`src/rtl/wb_pkg.sv`:
```
// rtl/wb_pkg.sv - shared types and constants for the register-file writeback queue
package wb_pkg;

  localparam int REG_COUNT = 16;
  localparam int ADDR_W    = $clog2(REG_COUNT);
  localparam int DATA_W    = 32;
  localparam int PC_REG    = 15;

  // One pending register write: destination and value.
  typedef struct packed {
    logic [ADDR_W-1:0] addr;
    logic [DATA_W-1:0] data;
  } wb_entry_t;

  // Result of a forwarding lookup.
  typedef struct packed {
    logic              hit;
    logic [DATA_W-1:0] data;
  } fwd_t;

endpackage

```
`src/rtl/wb_fifo.sv`:
```
// rtl/wb_fifo.sv - in-order queue of pending writes with all slots visible for forwarding
module wb_fifo
  import wb_pkg::*;
#(
  parameter int DEPTH = 4
) (
  input  logic                       clk,
  input  logic                       rst_n,
  input  logic                       flush,
  input  logic                       push,
  input  wb_entry_t                  push_entry,
  input  logic                       pop,
  output wb_entry_t                  head,
  output logic [$clog2(DEPTH):0]     count,
  output wb_entry_t [DEPTH-1:0]      entries,
  output logic [DEPTH-1:0]           valid,
  output logic [$clog2(DEPTH)-1:0]   rd_ptr
);

  logic [$clog2(DEPTH)-1:0] wr_ptr;

  assign head = entries[rd_ptr];

  // Storage, pointers and occupancy; pointers wrap naturally since DEPTH is a power of two.
  always_ff @(posedge clk or negedge rst_n) begin
    if (!rst_n) begin
      entries <= '0;
      valid   <= '0;
      wr_ptr  <= '0;
      rd_ptr  <= '0;
      count   <= '0;
    end else if (flush) begin
      valid   <= '0;
      wr_ptr  <= '0;
      rd_ptr  <= '0;
      count   <= '0;
    end else begin
      if (push) begin
        entries[wr_ptr] <= push_entry;
        valid[wr_ptr]   <= 1'b1;
        wr_ptr          <= wr_ptr + 1'b1;
      end
      if (pop) begin
        valid[rd_ptr] <= 1'b0;
        rd_ptr        <= rd_ptr + 1'b1;
      end
      case ({push, pop})
        2'b10:   count <= count + 1'b1;
        2'b01:   count <= count - 1'b1;
        default: count <= count;
      endcase
    end
  end

endmodule

```
`src/rtl/regfile_writeback_queue.sv`:
```
// rtl/regfile_writeback_queue.sv - arbitrates ALU/load results, retires them to the register file, forwards pending values
module regfile_writeback_queue #(
  parameter int DATA_W = 32,
  parameter int ADDR_W = 4,
  parameter int DEPTH  = 4,
  parameter int PC_REG = 15
) (
  input  logic                     clk,
  input  logic                     rst_n,
  input  logic                     flush,
  input  logic                     alu_valid,
  output logic                     alu_ready,
  input  logic [ADDR_W-1:0]        alu_addr,
  input  logic [DATA_W-1:0]        alu_data,
  input  logic                     ld_valid,
  output logic                     ld_ready,
  input  logic [ADDR_W-1:0]        ld_addr,
  input  logic [DATA_W-1:0]        ld_data,
  output logic                     rf_we,
  output logic [ADDR_W-1:0]        rf_waddr,
  output logic [DATA_W-1:0]        rf_wdata,
  output logic                     pc_redir_valid,
  output logic [DATA_W-1:0]        pc_redir_data,
  input  logic [ADDR_W-1:0]        fwd_addr1,
  output logic                     fwd_hit1,
  output logic [DATA_W-1:0]        fwd_data1,
  input  logic [ADDR_W-1:0]        fwd_addr2,
  output logic                     fwd_hit2,
  output logic [DATA_W-1:0]        fwd_data2,
  output logic [$clog2(DEPTH):0]   pending_cnt
);

  import wb_pkg::*;

  localparam int PTR_W = $clog2(DEPTH);
  localparam logic [ADDR_W-1:0] PC_ADDR = ADDR_W'(PC_REG);

  wb_entry_t                push_entry;
  wb_entry_t                head;
  wb_entry_t [DEPTH-1:0]    q_entries;
  logic [DEPTH-1:0]         q_valid;
  logic [PTR_W-1:0]         rd_ptr;
  logic                     full;
  logic                     push;
  logic                     pop;
  fwd_t                     fwd1;
  fwd_t                     fwd2;

  // Loads win arbitration; nothing is accepted in reset, while full, or in a flush cycle.
  assign full       = (pending_cnt == ($clog2(DEPTH)+1)'(DEPTH));
  assign ld_ready   = rst_n && !full && !flush;
  assign alu_ready  = rst_n && !full && !flush && !ld_valid;
  assign push       = (ld_valid && ld_ready) || (alu_valid && alu_ready);
  assign push_entry = (ld_valid && ld_ready) ? wb_entry_t'{addr: ld_addr, data: ld_data}
                                             : wb_entry_t'{addr: alu_addr, data: alu_data};
  assign pop        = (pending_cnt != '0) && !flush;

  wb_fifo #(.DEPTH(DEPTH)) u_fifo (
    .clk        (clk),
    .rst_n      (rst_n),
    .flush      (flush),
    .push       (push),
    .push_entry (push_entry),
    .pop        (pop),
    .head       (head),
    .count      (pending_cnt),
    .entries    (q_entries),
    .valid      (q_valid),
    .rd_ptr     (rd_ptr)
  );

  // Retire stage: the popped head becomes a one-cycle register write or a PC redirect.
  always_ff @(posedge clk or negedge rst_n) begin
    if (!rst_n) begin
      rf_we          <= 1'b0;
      rf_waddr       <= '0;
      rf_wdata       <= '0;
      pc_redir_valid <= 1'b0;
      pc_redir_data  <= '0;
    end else if (pop) begin
      if (head.addr == PC_ADDR) begin
        rf_we          <= 1'b0;
        pc_redir_valid <= 1'b1;
        pc_redir_data  <= head.data;
      end else begin
        rf_we          <= 1'b1;
        pc_redir_valid <= 1'b0;
        rf_waddr       <= head.addr;
        rf_wdata       <= head.data;
      end
    end else begin
      rf_we          <= 1'b0;
      pc_redir_valid <= 1'b0;
    end
  end

  // Scan oldest to youngest so the last match wins; the retire stage is older than every queue slot.
  function automatic fwd_t lookup(input logic [ADDR_W-1:0] a);
    fwd_t             r;
    logic [PTR_W-1:0] idx;
    r = '0;
    if (a != PC_ADDR) begin
      if (rf_we && rf_waddr == a) begin
        r.hit  = 1'b1;
        r.data = rf_wdata;
      end
      for (int k = 0; k < DEPTH; k++) begin
        idx = rd_ptr + PTR_W'(k);
        if (q_valid[idx] && q_entries[idx].addr == a) begin
          r.hit  = 1'b1;
          r.data = q_entries[idx].data;
        end
      end
    end
    return r;
  endfunction

  assign fwd1      = lookup(fwd_addr1);
  assign fwd2      = lookup(fwd_addr2);
  assign fwd_hit1  = fwd1.hit;
  assign fwd_data1 = fwd1.data;
  assign fwd_hit2  = fwd2.hit;
  assign fwd_data2 = fwd2.data;

endmodule
```
`config.mk`:
```
export PLATFORM = sky130hd
export DESIGN_NAME = regfile_writeback_queue
export DESIGN_NICKNAME = d
export VERILOG_FILES = /design/src/rtl/wb_pkg.sv /design/src/rtl/wb_fifo.sv /design/src/rtl/regfile_writeback_queue.sv
export SDC_FILE = /design/constraint.sdc
export NUM_CORES = 1
export LEC_CHECK = 0
export ABC_CLOCK_PERIOD_IN_PS = 14250
export BUFFER_PORTS_ARGS = -buffer_cell sky130_fd_sc_hd__buf_4
export CORE_MARGIN = 3
export CORE_UTILIZATION = 47
export CTS_BUF_LIST = sky130_fd_sc_hd__clkbuf_4 sky130_fd_sc_hd__clkbuf_8
export DETAILED_ROUTE_END_ITERATION = 10
export PLACE_DENSITY = 0.65
export REMOVE_ABC_BUFFERS = 1
export SLEW_MARGIN = 20
export SYNTH_ARGS = -nofsm -noshare
export SYNTH_HDL_FRONTEND = slang
export SYNTH_SLANG_ARGS = --single-unit
```
`constraint.sdc`:
```
create_clock -name clk -period 14.25 [get_ports clk]
set_clock_uncertainty 0.05 [all_clocks]
set_input_delay 2.85 -clock clk [delete_from_list [all_inputs] [get_ports clk]]
set_output_delay 2.85 -clock clk [all_outputs]
set_load 0.005 [all_outputs]
```
==> impl_results.md <==
- Required @ worst endpoint: ~11 ns
- Synth Area per Inst: 10.6 µm²
- Routed wl met2: around 23000 µm
- Static Leak: about 8.0 nW
- Hold slack: 0.455 ns
- Nets: ~1700
- Placed Instance Area: 17800 µm²
- CP top delay family: buffers and inverters
- Routed met1 length: about 21000 µm
- Post-CTS setup repair buffer count: 0
- DP HPWL: 31100 µm
- Synth Flop Type: dfrtp_1
- Fillers: approximately 2800
- Initial drt markers: 1333
- Design area: approximately 19000 µm²
- Post-synth EDFFs: 0
- Slowest cell on the critical path: nor2_4
- Cell accounting for the most synthesized area: dfrtp_1
- Top Metal Used: met4
- Worst setup path startpoint: u_fifo.rd_ptr[0]
- Status: finished clean
- First-pass GRT wire length: between 70000 and 80000 µm
- Number of buffers created by CTS: 41
- Wire length on met3: roughly 4300 µm
- Vias in the first global route: between 10000 and 15000
- P&R area growth vs syn: 16.9%
- Clk pwr share: 0.149
- Sequential cell area fraction in the yosys report: 0.353
- Switching share of power: 0.412
- Detailed Routing Iterations Pass 1: 6
- # rows: 66
- Cell Chain, Critical Path: inv_2 -> ha_4 -> buf_4 -> mux2i_1 -> mux2_2 -> nor2_4 -> o311ai_0 -> a21oi_1 -> buf_4
- Die height: around 190 µm
- Clock latency on the worst-skew pair: 0.55 ns
- Int Power: ~0.0025 W
- Most frequent CP cell: buf_4
- Via/cell ratio: between 6 and 7
- H-tree lvl count: 2
- Ports: around 230
- Pwr Density: 226 nW/µm²
- CP Capture Type: output port
- Max Cap Viol: 0
- Reg2reg start: u_fifo.rd_ptr[1]
- CTS Hold Buffers Added: 0
- Netlist Area Pre-Place: 15900 µm²
- DR DRC count: 0
- RSZ-0062 raised after global routing: false
- Post-DR wirelength/cell: roughly 23 µm
- Total number of vias: roughly 14000
- Largest net degree at the start of global routing: 74
- Hold_sp: pc_redir_data[18]
- Slew Viols, Final: 0
- GPL Wtd Cong: 0.882
- Period utilization: 0.612
- Sum of buffers and inverters on the critical path: 3
- Max incr delay on CP: 1.03 ns
- Storage cell area: about 5600 µm²
- Psw: ~0.0017 W
- Post-cts sizing count: 0
- Most common cell in the synthesized netlist: dfrtp_1
- Warnings, synthesis: 0
- TritonCTS clock tree: done
- Fin util: 0.566
- Synth top cells by count: dfrtp_1, a21oi_1, nor2_1
- Slew HR: 0.200
- Layout cells sized above 1: 0.367
- Crit path DAT: around 5.8 ns
- CTS max path bufs: 3
- Sequential Power Share: 0.315
- Post-Synthesis Cells: 1508
- Kind of launch point of the worst setup path: flip-flop
- Chip width: roughly 190 µm
- Worst vdd ir: 0.118 mV
- Detailed Route WL: between 40000 and 50000 µm
- FFs w/ async S/R, synth: 1.00
- Starting Density: 0.484
- Synth Register Bits: around 230
- Multi-input combinational cell area: roughly 9600 µm²
- Area contributors post-synth: dfrtp_1, mux4_2, mux2_2
- Critical Setup Path Class: reg -> out
- Initial antenna violation count: 1
- Clock root buffer: clkbuf_8
- Crit path time final: 8.71 ns
- Clock transition at path regs: around 0.060 ns
- Post-route ant nets: 0
- Port buffer count: about 230
- All-Layer GR Usage: 0.269
- CP max FO: 70
- GRT overflow: 0
- Share of the synthesized area in the top cell type: 0.353
- Final setup fails: 0
- Full die area: about 36000 µm²
- Worst-Margin Slew: 1.20 ns
- Comb pwr share: 0.535
- Hold Path Class: reg -> reg
- Achievable frequency: between 100 and 150 MHz
- Sink Count: 225
- Final hold violation count: 0
- Distinct cells, synth: slightly below 60
- Core area: between 30000 and 40000 µm²
-- cell families after synthesis --
kind of cell | after synthesis | share of synthesized area
compound gates | 495 | 0.206
simple gates | 292 | 0.0836
fa+ha+maj | 9 | 0.00753
flops | 225 | 0.353
buf+inv | 170 | 0.0481
mux | 273 | 0.277
xor+xnor | 44 | 0.0246
-- worst reg2reg max path: stages, from the launching register on --
cell	delay [ns]
dfrtp_4	0.86
mux4_2	0.46
nand4_1	0.21
nor3_4	0.84
buf_4	0.47
mux2_2	0.38
-- layer usage --
metal  global-route usage  up-vias
met5                    0        -
met4               0.0852        0
met3               0.0549      115
met2                0.438      703
met1                0.365     6800
li1                     -     6071
-- power by group through the flow --
stage | sequential, W | clock, W | combinational (W)
after floorplan | 0.00128 | 0 | 0.00162
after global placement | 0.00131 | 0 | 0.00220
after detailed placement | 0.00133 | 0 | 0.00224
after CTS | 0.00132 | 0.000642 | 0.00225
after global routing | 0.00138 | 0.000672 | 0.00244
final | 0.00133 | 0.000630 | 0.00226
-- per-stage QoR --
| step | worst slack, ns | TNS [ns] | power (W) | instances |
|---|---|---|---|---|
| floorplan | -1.77 | -96.61 | 0.00290 | 1354 |
| global placement | 5.97 | 0 | 0.00350 | 2050 |
| detailed placement | 5.89 | 0 | 0.00357 | 2050 |
| CTS | 5.62 | 0 | 0.00421 | 2120 |
| global route | 5.29 | 0 | 0.00450 | 2121 |
| finish | 5.54 | 0 | 0.00422 | 2121 |
-- registers in the layout, summed over array words and instances, names as in the netlist --
name / cells
pc_redir_data: 32
u_fifo.rd_ptr: 2
rf_wdata: 32
u_fifo.entries: 144
rf_waddr: 4
pc_redir_valid: 1
u_fifo.valid: 4
rf_we: 1
u_fifo.wr_ptr: 2
u_fifo.count: 3
-- placed cells by master (no fill, tap or decap), types with 7 or more instances in the layout --
cell      count
xor2_1       18
o221ai_1      9
mux2i_1      60
a211o_1      52
a21oi_1     190
clkbuf_4     13
buf_4       253
nand3_1      24
o211a_1       9
or2_2        34
dfrtp_1     223
nor2_1      163
inv_1        15
nand2_1      30
nand4_1       7
clkbuf_8     47
o22ai_1      31
a221oi_1     42
mux4_2      124
ha_1          7
a221oi_2     20
o21ai_1      19
a21o_1       21
mux2_2       88
xnor2_1      25
o21ai_0      78
-- path summary, 6_finish.rpt --
check / slack (ns) / end / cells past startpoint
setup / recovery: 5.54 / fwd_data2[0] / 9
hold / removal: 0.46 / pc_redir_data[18] / 1
setup reg to reg: 10.86 / pc_redir_data[29] / 5
hold reg to reg: 0.46 / pc_redir_data[18] / 1
max in group asynchronous: 10.68 / u_fifo.rd_ptr[0] / 2
min in group asynchronous: 2.15 / rf_wdata[4] / 1
-- final cells by class --
cell class	count	share of cell area
Inverter	16	0.00322
Sequential cell	225	0.302
Multi-Input combinational cell	1113	0.517
Antenna cell	1	0.000134
Timing Repair Buffer	254	0.103
Clock buffer	60	0.0399
Clock inverter	10	0.00450
Tap cell	442	0.0297
No activity file was read; power rests on OpenSTA's default activity.
